--- src/rtl/led_cube_pkg.sv ---
// Shared types and helpers for the LED cube animation player.
// Optional build macro: LED_CUBE_DIM_EN (per-layer dimming, see led_cube_layer_scan).
package led_cube_pkg;

    localparam int unsigned MAX_N  = 64;
    localparam int unsigned MAX_NW = 6;

    typedef enum logic [1:0] {
        LOOP     = 2'b00,
        ONCE     = 2'b01,
        PINGPONG = 2'b10
    } play_mode_e;

    typedef enum logic [1:0] {
        IDLE  = 2'b00,
        FETCH = 2'b01,
        LATCH = 2'b10,
        DWELL = 2'b11
    } scan_state_e;

    // Callers truncate the result to their own bus width.
    function automatic logic [MAX_N-1:0] onehot(input int unsigned idx, input int unsigned n);
        logic [MAX_N-1:0] v;
        v = '0;
        if ((idx < n) && (idx < MAX_N)) begin
            v[idx[MAX_NW-1:0]] = 1'b1;
        end else begin
            v = '0;
        end
        return v;
    endfunction

    // The unused encoding 2'b11 plays as LOOP.
    function automatic play_mode_e decode_mode(input logic [1:0] m);
        play_mode_e r;
        case (m)
            2'b01:   r = ONCE;
            2'b10:   r = PINGPONG;
            default: r = LOOP;
        endcase
        return r;
    endfunction

endpackage

--- src/rtl/led_cube_layer_scan.sv ---
// Row fetch / latch / layer dwell sequencer for one frame of the cube.
// With LED_CUBE_DIM_EN defined, brightness_i shortens the lit part of each dwell.
module led_cube_layer_scan
    import led_cube_pkg::*;
#(
    parameter int unsigned N           = 8,
    parameter int unsigned LAYER_DWELL = 2048,
    parameter int unsigned FW          = 6,
    parameter int unsigned AW          = 9
) (
    input  logic          clk,
    input  logic          rst_n,
    input  logic          start_i,
    input  logic          stop_i,
`ifdef LED_CUBE_DIM_EN
    input  logic [3:0]    brightness_i,
`endif
    input  logic [FW-1:0] frame_i,
    input  logic [N-1:0]  mem_rdata_i,
    output logic [AW-1:0] mem_addr_o,
    output logic [N-1:0]  layers_o,
    output logic [N-1:0]  latches_o,
    output logic [N-1:0]  data_o,
    output logic          busy_o,
    output logic          frame_boundary_o
);

    localparam int unsigned RW       = (N > 1) ? $clog2(N) : 1;
    localparam int unsigned CW       = $clog2(LAYER_DWELL);
    localparam logic [RW-1:0] LAST_IDX = RW'(N - 1);
    localparam logic [CW-1:0] CNT_LAST = CW'(LAYER_DWELL - 1);

    scan_state_e   state_q, state_d;
    logic [RW-1:0] row_q, row_d, layer_q, layer_d;
    logic [CW-1:0] cnt_q, cnt_d;
    logic [AW-1:0] addr_q, addr_d;
    logic [N-1:0]  layers_q, layers_d, latches_q, latches_d, data_q, data_d;
    logic          busy_q;
`ifdef LED_CUBE_DIM_EN
    logic [3:0]    bright_q, bright_d;
    logic [CW:0]   on_len_s;

    assign on_len_s = (CW + 1)'((32'(bright_q) + 32'd1) * (LAYER_DWELL / 16));
`endif

    // frame_i is the frame index being committed this cycle, so a new frame's first fetch uses it.
    function automatic logic [AW-1:0] row_addr(input logic [FW-1:0] f, input logic [RW-1:0] l,
                                               input logic [RW-1:0] r);
        return AW'(f) * AW'(N * N) + AW'(l) * AW'(N) + AW'(r);
    endfunction

    assign frame_boundary_o = (state_q == DWELL) && (cnt_q == CNT_LAST) && (layer_q == LAST_IDX);

    // Next-state and next-output logic of the scan sequencer.
    always_comb begin
        state_d   = state_q;
        row_d     = row_q;
        layer_d   = layer_q;
        cnt_d     = cnt_q;
        addr_d    = addr_q;
        layers_d  = '0;
        latches_d = '0;
        data_d    = data_q;
`ifdef LED_CUBE_DIM_EN
        bright_d  = bright_q;
`endif
        if (stop_i) begin
            state_d = IDLE;
            row_d   = '0;
            layer_d = '0;
            cnt_d   = '0;
            addr_d  = '0;
            data_d  = '0;
        end else if (start_i) begin
            state_d = FETCH;
            row_d   = '0;
            layer_d = '0;
            cnt_d   = '0;
            data_d  = '0;
            addr_d  = row_addr(frame_i, '0, '0);
        end else begin
            case (state_q)
                IDLE:  state_d = IDLE;
                FETCH: state_d = LATCH;
                LATCH: begin
                    data_d    = mem_rdata_i;
                    latches_d = N'(onehot(32'(row_q), N));
                    if (row_q == LAST_IDX) begin
                        row_d    = '0;
                        cnt_d    = '0;
                        state_d  = DWELL;
                        layers_d = N'(onehot(32'(layer_q), N));
`ifdef LED_CUBE_DIM_EN
                        bright_d = brightness_i;
`endif
                    end else begin
                        row_d   = row_q + RW'(1);
                        state_d = FETCH;
                        addr_d  = row_addr(frame_i, layer_q, row_q + RW'(1));
                    end
                end
                DWELL: begin
                    if (cnt_q == CNT_LAST) begin
                        cnt_d   = '0;
                        state_d = FETCH;
                        if (layer_q == LAST_IDX) begin
                            layer_d = '0;
                        end else begin
                            layer_d = layer_q + RW'(1);
                        end
                        addr_d = row_addr(frame_i, layer_d, '0);
                    end else begin
                        cnt_d = cnt_q + CW'(1);
`ifdef LED_CUBE_DIM_EN
                        if ({1'b0, cnt_d} < on_len_s) begin
                            layers_d = N'(onehot(32'(layer_q), N));
                        end else begin
                            layers_d = '0;
                        end
`else
                        layers_d = N'(onehot(32'(layer_q), N));
`endif
                    end
                end
                default: state_d = IDLE;
            endcase
        end
    end

    // Scan state and output registers.
    always_ff @(posedge clk) begin
        if (!rst_n) begin
            state_q   <= IDLE;
            row_q     <= '0;
            layer_q   <= '0;
            cnt_q     <= '0;
            addr_q    <= '0;
            layers_q  <= '0;
            latches_q <= '0;
            data_q    <= '0;
            busy_q    <= 1'b0;
`ifdef LED_CUBE_DIM_EN
            bright_q  <= 4'd0;
`endif
        end else begin
            state_q   <= state_d;
            row_q     <= row_d;
            layer_q   <= layer_d;
            cnt_q     <= cnt_d;
            addr_q    <= addr_d;
            layers_q  <= layers_d;
            latches_q <= latches_d;
            data_q    <= data_d;
            busy_q    <= (state_d != IDLE);
`ifdef LED_CUBE_DIM_EN
            bright_q  <= bright_d;
`endif
        end
    end

    assign mem_addr_o = addr_q;
    assign layers_o   = layers_q;
    assign latches_o  = latches_q;
    assign data_o     = data_q;
    assign busy_o     = busy_q;

endmodule

--- src/rtl/led_cube_anim_player.sv ---
// N x N x N LED cube animation player: frame timer, play mode and frame index around the layer scanner.
// Optional build macro: LED_CUBE_DIM_EN adds the brightness_i dimming input.
module led_cube_anim_player
    import led_cube_pkg::*;
#(
    parameter  int unsigned N           = 8,
    parameter  int unsigned NUM_FRAMES  = 64,
    parameter  int unsigned LAYER_DWELL = 2048,
    parameter  int unsigned TW          = 21,
    localparam int unsigned AW          = $clog2(NUM_FRAMES * N * N),
    localparam int unsigned FW          = (NUM_FRAMES > 1) ? $clog2(NUM_FRAMES) : 1
) (
    input  logic          clk,
    input  logic          rst_n,
    input  logic          start_i,
    input  logic          stop_i,
    input  logic          pause_i,
    input  logic [1:0]    mode_i,
    input  logic [TW-1:0] frame_period_i,
`ifdef LED_CUBE_DIM_EN
    input  logic [3:0]    brightness_i,
`endif
    output logic [AW-1:0] mem_addr_o,
    input  logic [N-1:0]  mem_rdata_i,
    output logic [N-1:0]  layers_o,
    output logic [N-1:0]  latches_o,
    output logic [N-1:0]  data_o,
    output logic          busy_o,
    output logic [FW-1:0] frame_idx_o,
    output logic          frame_adv_o,
    output logic          done_o
);

    localparam logic [FW-1:0] LAST_FRAME = FW'(NUM_FRAMES - 1);

    play_mode_e    mode_q, mode_d;
    logic [FW-1:0] frame_q, frame_d;
    logic [TW-1:0] timer_q, timer_d;
    logic          dir_up_q, dir_up_d;
    logic          ended_q, ended_d;
    logic          done_q, done_d;
    logic          adv_q;
    logic          busy_s, boundary_s, adv_ok_s;

    led_cube_layer_scan #(
        .N           (N),
        .LAYER_DWELL (LAYER_DWELL),
        .FW          (FW),
        .AW          (AW)
    ) u_scan (
        .clk              (clk),
        .rst_n            (rst_n),
        .start_i          (start_i),
        .stop_i           (stop_i),
`ifdef LED_CUBE_DIM_EN
        .brightness_i     (brightness_i),
`endif
        .frame_i          (frame_d),
        .mem_rdata_i      (mem_rdata_i),
        .mem_addr_o       (mem_addr_o),
        .layers_o         (layers_o),
        .latches_o        (latches_o),
        .data_o           (data_o),
        .busy_o           (busy_s),
        .frame_boundary_o (boundary_s)
    );

    assign adv_ok_s = boundary_s && !pause_i && (timer_q >= frame_period_i);

    // Frame timer, play-mode sequencing and frame index selection.
    always_comb begin
        frame_d  = frame_q;
        dir_up_d = dir_up_q;
        timer_d  = timer_q;
        mode_d   = mode_q;
        ended_d  = ended_q;
        done_d   = 1'b0;
        if (stop_i) begin
            timer_d = '0;
        end else if (start_i) begin
            frame_d  = '0;
            dir_up_d = 1'b1;
            timer_d  = '0;
            mode_d   = decode_mode(mode_i);
            ended_d  = 1'b0;
        end else begin
            if (busy_s && !pause_i && (timer_q < frame_period_i)) begin
                timer_d = timer_q + TW'(1);
            end else begin
                timer_d = timer_q;
            end
            if (adv_ok_s) begin
                timer_d = '0;
                case (mode_q)
                    ONCE: begin
                        if (frame_q == LAST_FRAME) begin
                            done_d  = !ended_q;
                            ended_d = 1'b1;
                        end else begin
                            frame_d = frame_q + FW'(1);
                        end
                    end
                    PINGPONG: begin
                        // A single stored frame has nowhere to bounce to.
                        if (NUM_FRAMES == 1) begin
                            frame_d = frame_q;
                        end else if (dir_up_q) begin
                            if (frame_q == LAST_FRAME) begin
                                dir_up_d = 1'b0;
                                frame_d  = frame_q - FW'(1);
                            end else begin
                                frame_d  = frame_q + FW'(1);
                            end
                        end else begin
                            if (frame_q == '0) begin
                                dir_up_d = 1'b1;
                                frame_d  = frame_q + FW'(1);
                            end else begin
                                frame_d  = frame_q - FW'(1);
                            end
                        end
                    end
                    default: begin
                        if (frame_q == LAST_FRAME) begin
                            frame_d = '0;
                        end else begin
                            frame_d = frame_q + FW'(1);
                        end
                    end
                endcase
            end else begin
                frame_d = frame_q;
            end
        end
    end

    // Frame sequencing registers.
    always_ff @(posedge clk) begin
        if (!rst_n) begin
            mode_q   <= LOOP;
            frame_q  <= '0;
            timer_q  <= '0;
            dir_up_q <= 1'b1;
            ended_q  <= 1'b0;
            done_q   <= 1'b0;
            adv_q    <= 1'b0;
        end else begin
            mode_q   <= mode_d;
            frame_q  <= frame_d;
            timer_q  <= timer_d;
            dir_up_q <= dir_up_d;
            ended_q  <= ended_d;
            done_q   <= done_d;
            adv_q    <= (frame_d != frame_q);
        end
    end

    assign busy_o      = busy_s;
    assign frame_idx_o = frame_q;
    assign frame_adv_o = adv_q;
    assign done_o      = done_q;

endmodule

--- config.mk ---
export PLATFORM = sky130hd
export DESIGN_NAME = led_cube_anim_player
export DESIGN_NICKNAME = d
export VERILOG_FILES = /design/src/rtl/led_cube_pkg.sv /design/src/rtl/led_cube_layer_scan.sv /design/src/rtl/led_cube_anim_player.sv
export SDC_FILE = /design/constraint.sdc
export NUM_CORES = 1
export LEC_CHECK = 0
export CAP_MARGIN = 10
export CORE_MARGIN = 3
export CORE_UTILIZATION = 50
export CTS_BUF_LIST = sky130_fd_sc_hd__clkbuf_8
export CTS_CLUSTER_SIZE = 12
export DETAILED_ROUTE_END_ITERATION = 8
export DONT_BUFFER_PORTS = 1
export GPL_TIMING_DRIVEN = 0
export PLACE_DENSITY = 0.63
export SKIP_CTS_REPAIR_TIMING = 1
export SLEW_MARGIN = 0
export SYNTH_ARGS = -nofsm -noshare
export SYNTH_HDL_FRONTEND = slang
export SYNTH_SLANG_ARGS = --single-unit
--- constraint.sdc ---
create_clock -name clk -period 3.65 [get_ports clk]
set_input_delay 0.1825 -clock clk [delete_from_list [all_inputs] [get_ports clk]]
set_output_delay 0.1825 -clock clk [all_outputs]
set_load 0.01 [all_outputs]
-- Word level (Yosys, flattened, before mapping)
Cells that the tools add are included.
- add/sub/neg operators: 9
- magnitude comparators: 6
- eq/ne operators: 17
- muxes and demuxes: 45
- bitwise logic cells: 6
- reduce and logical (&&, ||, !) cells: 31
- operators with widths (cell ; number):
    6-bit 2-to-1 mux ; 8
    12-bit 2-to-1 mux ; 3
    12-bit by 6-bit adder with 12-bit output ; 2
    12-bit one-hot mux with 2 select lines ; 1
    11-bit 2-to-1 mux ; 2
    11-bit one-hot mux with 2 select lines ; 1
    21-bit by 1-bit adder with 21-bit output (second input constant) ; 1
    21-bit >= comparator ; 1
    21-bit < comparator ; 1
    3-bit 2-to-1 mux ; 6
    8-bit 2-to-1 mux ; 2
    8-bit one-hot mux with 2 select lines ; 1
    3-bit by 7-bit < comparator with 1-bit output (second input constant) ; 2
    12-bit by 3-bit adder with 12-bit output ; 1
    1-bit 2-to-1 mux ; 12
    6-bit one-hot mux with 2 select lines ; 1
    2-bit nonzero test ; 6
    11-bit by 1-bit adder with 11-bit output (second input constant) ; 1
    11-bit equality test (second input constant) ; 1
    3-bit AND reduction ; 3
    2-bit equality test (second input constant) ; 4
    1-bit logical AND ; 8
    2-bit 2-to-1 mux ; 4
    2-bit one-hot mux with 4 select lines ; 1
    24 further kinds ; 41
- register bits after elaboration: 89
- bits of input ports: 36
- output and inout bits: 45

-- Longest topological paths before layout
- depth in word-level cells: 13
- depth in mapped cells: 12

-- Modules after synthesis
Synthesis repeated with hierarchy kept, for this count alone.
- cells, all modules: 635
- area, all modules: 5101.1 µm²
- by module, submodules not included (module ; instances ; cells an instance ; area an instance (µm²) ; sequential area each (µm²)):
    led_cube_anim_player ; 1 ; 383 ; 2867.8 ; 660.6
    led_cube_layer_scan ; 1 ; 252 ; 2233.4 ; 1121.1

-- Worst setup path before layout
OpenSTA, ideal clock, no wires.
- path type: register -> register
- start point: register frame_q[0], in the netlist frame_idx_o[0]
- end point: register adv_q, in the netlist frame_adv_o
- library setup time: 130 ps
- arrival: 2520 ps
- slack: 1000 ps
- stages on the path, launching flop included: 13
- clock period less this slack: 2650 ps
- cells stage by stage: dfxtp_1 > ha_1 > nand3_1 > nor2_1 > inv_1 > ha_1 > nor2b_1 > o31ai_1 > o32a_1 > nor2_1 > o31ai_1 > a21oi_1 > nand4b_1
- longest elaborated chain between the ends: 8
- elaborated cells between the ends (all ways): 14
- ends and longest elaborated chain (item ; line ; source):
    start, declared ; led_cube_anim_player.sv:37 ; logic [FW-1:0] frame_q, frame_d;
    start signal, assigned ; led_cube_anim_player.sv:149 ; frame_q <= frame_d;
    6-bit by 1-bit subtractor with 6-bit output, or another cell as far along ; led_cube_anim_player.sv:110, led_cube_anim_player.sv:119 ;
    6-bit 2-to-1 mux (on tied branches) ; led_cube_anim_player.sv:115, led_cube_anim_player.sv:108 ;
    6-bit 2-to-1 mux ; led_cube_anim_player.sv:107 ; end else if (dir_up_q) begin
    6-bit one-hot mux with 2 select lines ; led_cube_anim_player.sv:94 ; case (mode_q)
    6-bit 2-to-1 mux ; led_cube_anim_player.sv:92 ; if (adv_ok_s) begin
    6-bit 2-to-1 mux ; led_cube_anim_player.sv:80 ; end else if (start_i) begin
    6-bit 2-to-1 mux ; led_cube_anim_player.sv:78 ; if (stop_i) begin
    6-bit inequality test * ; led_cube_anim_player.sv:154 ; adv_q <= (frame_d != frame_q);
    end signal, assigned ; led_cube_anim_player.sv:154 ;
    end, declared ; led_cube_anim_player.sv:42 ; logic adv_q;
Mark *: on every way between the ends. The rest lies on a longest branch, timed or not.
A chain may end at the register's enable or synchronous reset.

-- Worst setup path in the final report
Same ends and word-level chain as after synthesis.

==> results.txt <==
- The first TritonRoute pass finished after 5 iterations.
- For this block, the via count after detailed routing is 4,621.
* Maximum net fanout on the critical path: 8
- A synthesized cell averages 8.07 um^2.
- Counting the buffers created by CTS gives 9.
* Proportion of layout cells with a drive suffix above 1: 0.0604
* Clock network power share: 0.420
* Top_reg_cell synth: sky130_fd_sc_hd__dfxtp_1
- Via count of the first global-routing pass: 4,388
* Clock transition at the register clock pins on the worst setup and hold paths after CTS: 0.09 ns
- At the end of routability-driven placement, the weighted congestion stood at 0.939.
- STA classifies the critical path startpoint as a flop.
- Final standard cell count with taps included and fillers excluded: 775
- In this run the cell area measured after placement is 5180 um^2.
- Combinational share of power: 0.045
- Across the VDD grid, the largest voltage drop is 277 uV.
- Final HPWL from detailed placement: 9960 um
- Compound-gate portion of the synthesized area: 0.199
- DR WL/cell: 17.2 um
- Crit path kind: reg2reg
- Worst-case headroom to the max-slew limit: 0.493
* IO Count: 81
* Top-area cell type share of the netlist area: 0.355
- The smallest clock period supported by the final layout is computed as 3.37 ns.
* Library cell with the largest summed area after synthesis: sky130_fd_sc_hd__dfxtp_1
- By area, the combinational part of the netlist is dominated by simple AND/OR/NAND/NOR gates.
- Based on the critical path, the design can be clocked at up to 297 MHz.
* Global-route wire length before repair: 22,100 um
- No sink is reached through more buffers than the 2 on the longest clock path.
* PnR Total Power: 1.83 mW
- Number of synthesis warnings: 0
- Core area: 9500 um^2
- Share of flip-flops with an asynchronous set or reset after synthesis: 0
- IO buf count: 0
- Of the total power, the share spent switching nets is 0.236.
* Number of antenna violations at the first check in global routing: 0
- The floorplan step set the die width to 106 um.
* Number of hold violations in the final report: 0
- Setup repair after global routing missed its margin: false
* Data arrival time of the critical path: 3.60 ns
- CTS root buffer: sky130_fd_sc_hd__clkbuf_8
- Portion of netlist area occupied by mux cells: 0.00823
* Adder-Cell Fraction of Synth Area: 0.0823
* Die area: 11,300 um^2
- Post-Synthesis Cells: 622
- Once placement completed, the tool counted placed cells totaling 751.
- The number of nets handed over by synthesis was 691.
- For this configuration, the core starts out at a cell density of 0.528.
- For this run, the post-layout net count is 710.
- For this design the static power due to leakage is 1.94 nW.
* Core Rows: 35
- The clock drives 89 sinks.
- Xor and xnor fraction of the mapped netlist area: 0.0367
* Worst hold margin: 0.0359 ns
- 0 antenna diodes ended up in the layout.
- Final setup violation count: 0
* Total track usage: 0.241
* Worst hold-check path type: in2reg
- For this block, the initial DRC count from the detailed router was 296.
* Layout overhead on the synthesized area: 9.40%
- The clock reaches the later pin of the worst-skew pair after 0.36 ns.
- The tool flagged a number of max-cap violations equal to 0.
* Summed instance area of the synthesized netlist: 5020 um^2
- Status: completed
* Tcrit/Tclk final: 0.922
* DRC violations left: 0
* Kind of capture point of the worst setup path: flop
- The count of pins over their slew limit was 0.
- Flip-flop and latch count after synthesis: 89
* Post-layout instance area: 5490 um^2
* Leading cell type in the layout, fill and taps excluded: sky130_fd_sc_hd__dfxtp_1
* Share of the yosys chip area belonging to registers: 0.355
* Largest net degree at the start of global routing: 17
- Clock tree skew after final layout: 0.00790 ns
* Internal power of the cells: 1.39 mW
* Power density over cell area: 333 nW/um^2
* Required time at the endpoint of the critical path: 3.89 ns
- Sw power: 0.432 mW
- For this block, the routed nets add up to 13,300 um of wire.
* Chip Height: 106 um
- Most frequent cells in the layout: sky130_fd_sc_hd__dfxtp_1, sky130_fd_sc_hd__nor2_1, sky130_fd_sc_hd__nand2_1
- Share of total power in sequential cells: 0.535
* Post-Synth Simple-Gate Area: 0.263
* Pin slew with the least headroom to its limit: 0.756 ns
- Remaining antenna violation count: 0
* TritonCTS clock tree: built
* Via-to-Cell Ratio: 5.96
- For this run the aggregate overflow at the end of global routing stands at 0.
- The netlist uses 72 different library cells.
- Number of enable-type register cells in the synthesized netlist: 0
- CTS H-tree lvls: 3
* Total Negative Setup Slacks: 0 ns
* Largest cells by area after synthesis: sky130_fd_sc_hd__dfxtp_1, sky130_fd_sc_hd__ha_1, sky130_fd_sc_hd__a21oi_1
==> power by group through the flow <==
stage / sequential, mW / clock (mW) / combinational, mW
final: 0.977 / 0.766 / 0.0827
after global routing: 0.978 / 0.829 / 0.0942
after CTS: 0.977 / 0.786 / 0.0747
after detailed placement: 1.00 / 0 / 0.0743
after global placement: 1.00 / 0 / 0.0725
after floorplan: 0.999 / 0 / 0.0555
==> worst max-delay path, cell delays in order (launching register included) <==
cell	delay (ns)
sky130_fd_sc_hd__dfxtp_1	0.56
sky130_fd_sc_hd__ha_1	0.42
sky130_fd_sc_hd__nand3_1	0.22
sky130_fd_sc_hd__nor2_1	0.34
sky130_fd_sc_hd__inv_1	0.14
sky130_fd_sc_hd__ha_1	0.29
sky130_fd_sc_hd__nor2b_1	0.04
sky130_fd_sc_hd__o31ai_2	0.37
sky130_fd_sc_hd__o32a_1	0.27
sky130_fd_sc_hd__nor2_1	0.05
sky130_fd_sc_hd__o31ai_1	0.25
sky130_fd_sc_hd__a21oi_1	0.09
sky130_fd_sc_hd__nand4b_1	0.20
==> state kept, by name (all words and copies together), names as in the netlist, 2 cells and up <==
register,flops
u_scan.state_q,2
u_scan.cnt_q,11
u_scan.mem_addr_o,12
frame_idx_o,6
u_scan.layer_q,3
u_scan.latches_o,8
u_scan.row_q,3
timer_q,21
u_scan.data_o,8
u_scan.layers_o,8
mode_q,2
==> Yosys cell counts (13+ instances only) <==
cell type,n
sky130_fd_sc_hd__o21ai_0,20
sky130_fd_sc_hd__inv_1,37
sky130_fd_sc_hd__nand2_1,54
sky130_fd_sc_hd__ha_1,33
sky130_fd_sc_hd__dfxtp_1,89
sky130_fd_sc_hd__xor2_1,16
sky130_fd_sc_hd__nand3_1,26
sky130_fd_sc_hd__nand4_1,19
sky130_fd_sc_hd__nor2_1,59
sky130_fd_sc_hd__a21oi_1,48
sky130_fd_sc_hd__clkbuf_1,26
sky130_fd_sc_hd__o31ai_1,13
sky130_fd_sc_hd__nor3_1,17
==> cells by family (layout without fill, tap and decap cells) <==
family,Yosys count,after routing
AOI/OAI and AO/OA,149,149
and+or+nand+nor,254,254
DFF,89,89
adders and majority gates,33,33
muxes,4,4
xor gates and xnor gates,21,21
buffers and inverters,72,96
==> per-stage QoR <==
| stage | utilization | worst slack (ns) |
|---|---|---|
| final | 0.578 | 0.285 |
| after global placement | 0.545 | 0.144 |
| after global routing | 0.578 | 0.0192 |
| after floorplan | - | 1.00 |
| after detailed placement | 0.545 | 0.171 |
| after CTS | 0.569 | 0.134 |
==> final timing paths <==
| path | startpoint | to | slack (ns) | cells past startpoint |
|---|---|---|---|---|
| worst max-delay path | frame_idx_o[0] | frame_adv_o | 0.28 | 12 |
| worst max register to register | frame_idx_o[0] | frame_adv_o | 0.28 | 12 |
| worst min-delay path | rst_n | frame_idx_o[4] | 0.04 | 2 |
| worst min register to register | ended_q | done_o | 0.42 | 1 |
==> layer usage <==
metal | GRT usage | part of all wire | vias to the layer above
met2 | 0.375 | 0.46 | 149
met3 | 0.0765 | 0.075 | 24
met5 | 0 | 0 | -
li1 | - | - | 2284
met4 | 0.0685 | 0.017 | 0
met1 | 0.322 | 0.45 | 2164
==> layout make-up <==
class                      count  area, um^2
tap                          129         161
inverter                      37         139
buffer                        35         139
sequential                    89        1780
fill                         907        4010
timing repair buffer           8        80.1
clock inverter                 7         101
multi-input combinational    461        2960
clock buffer                   9         124
Note: power is estimated with default switching activity, not from simulation.
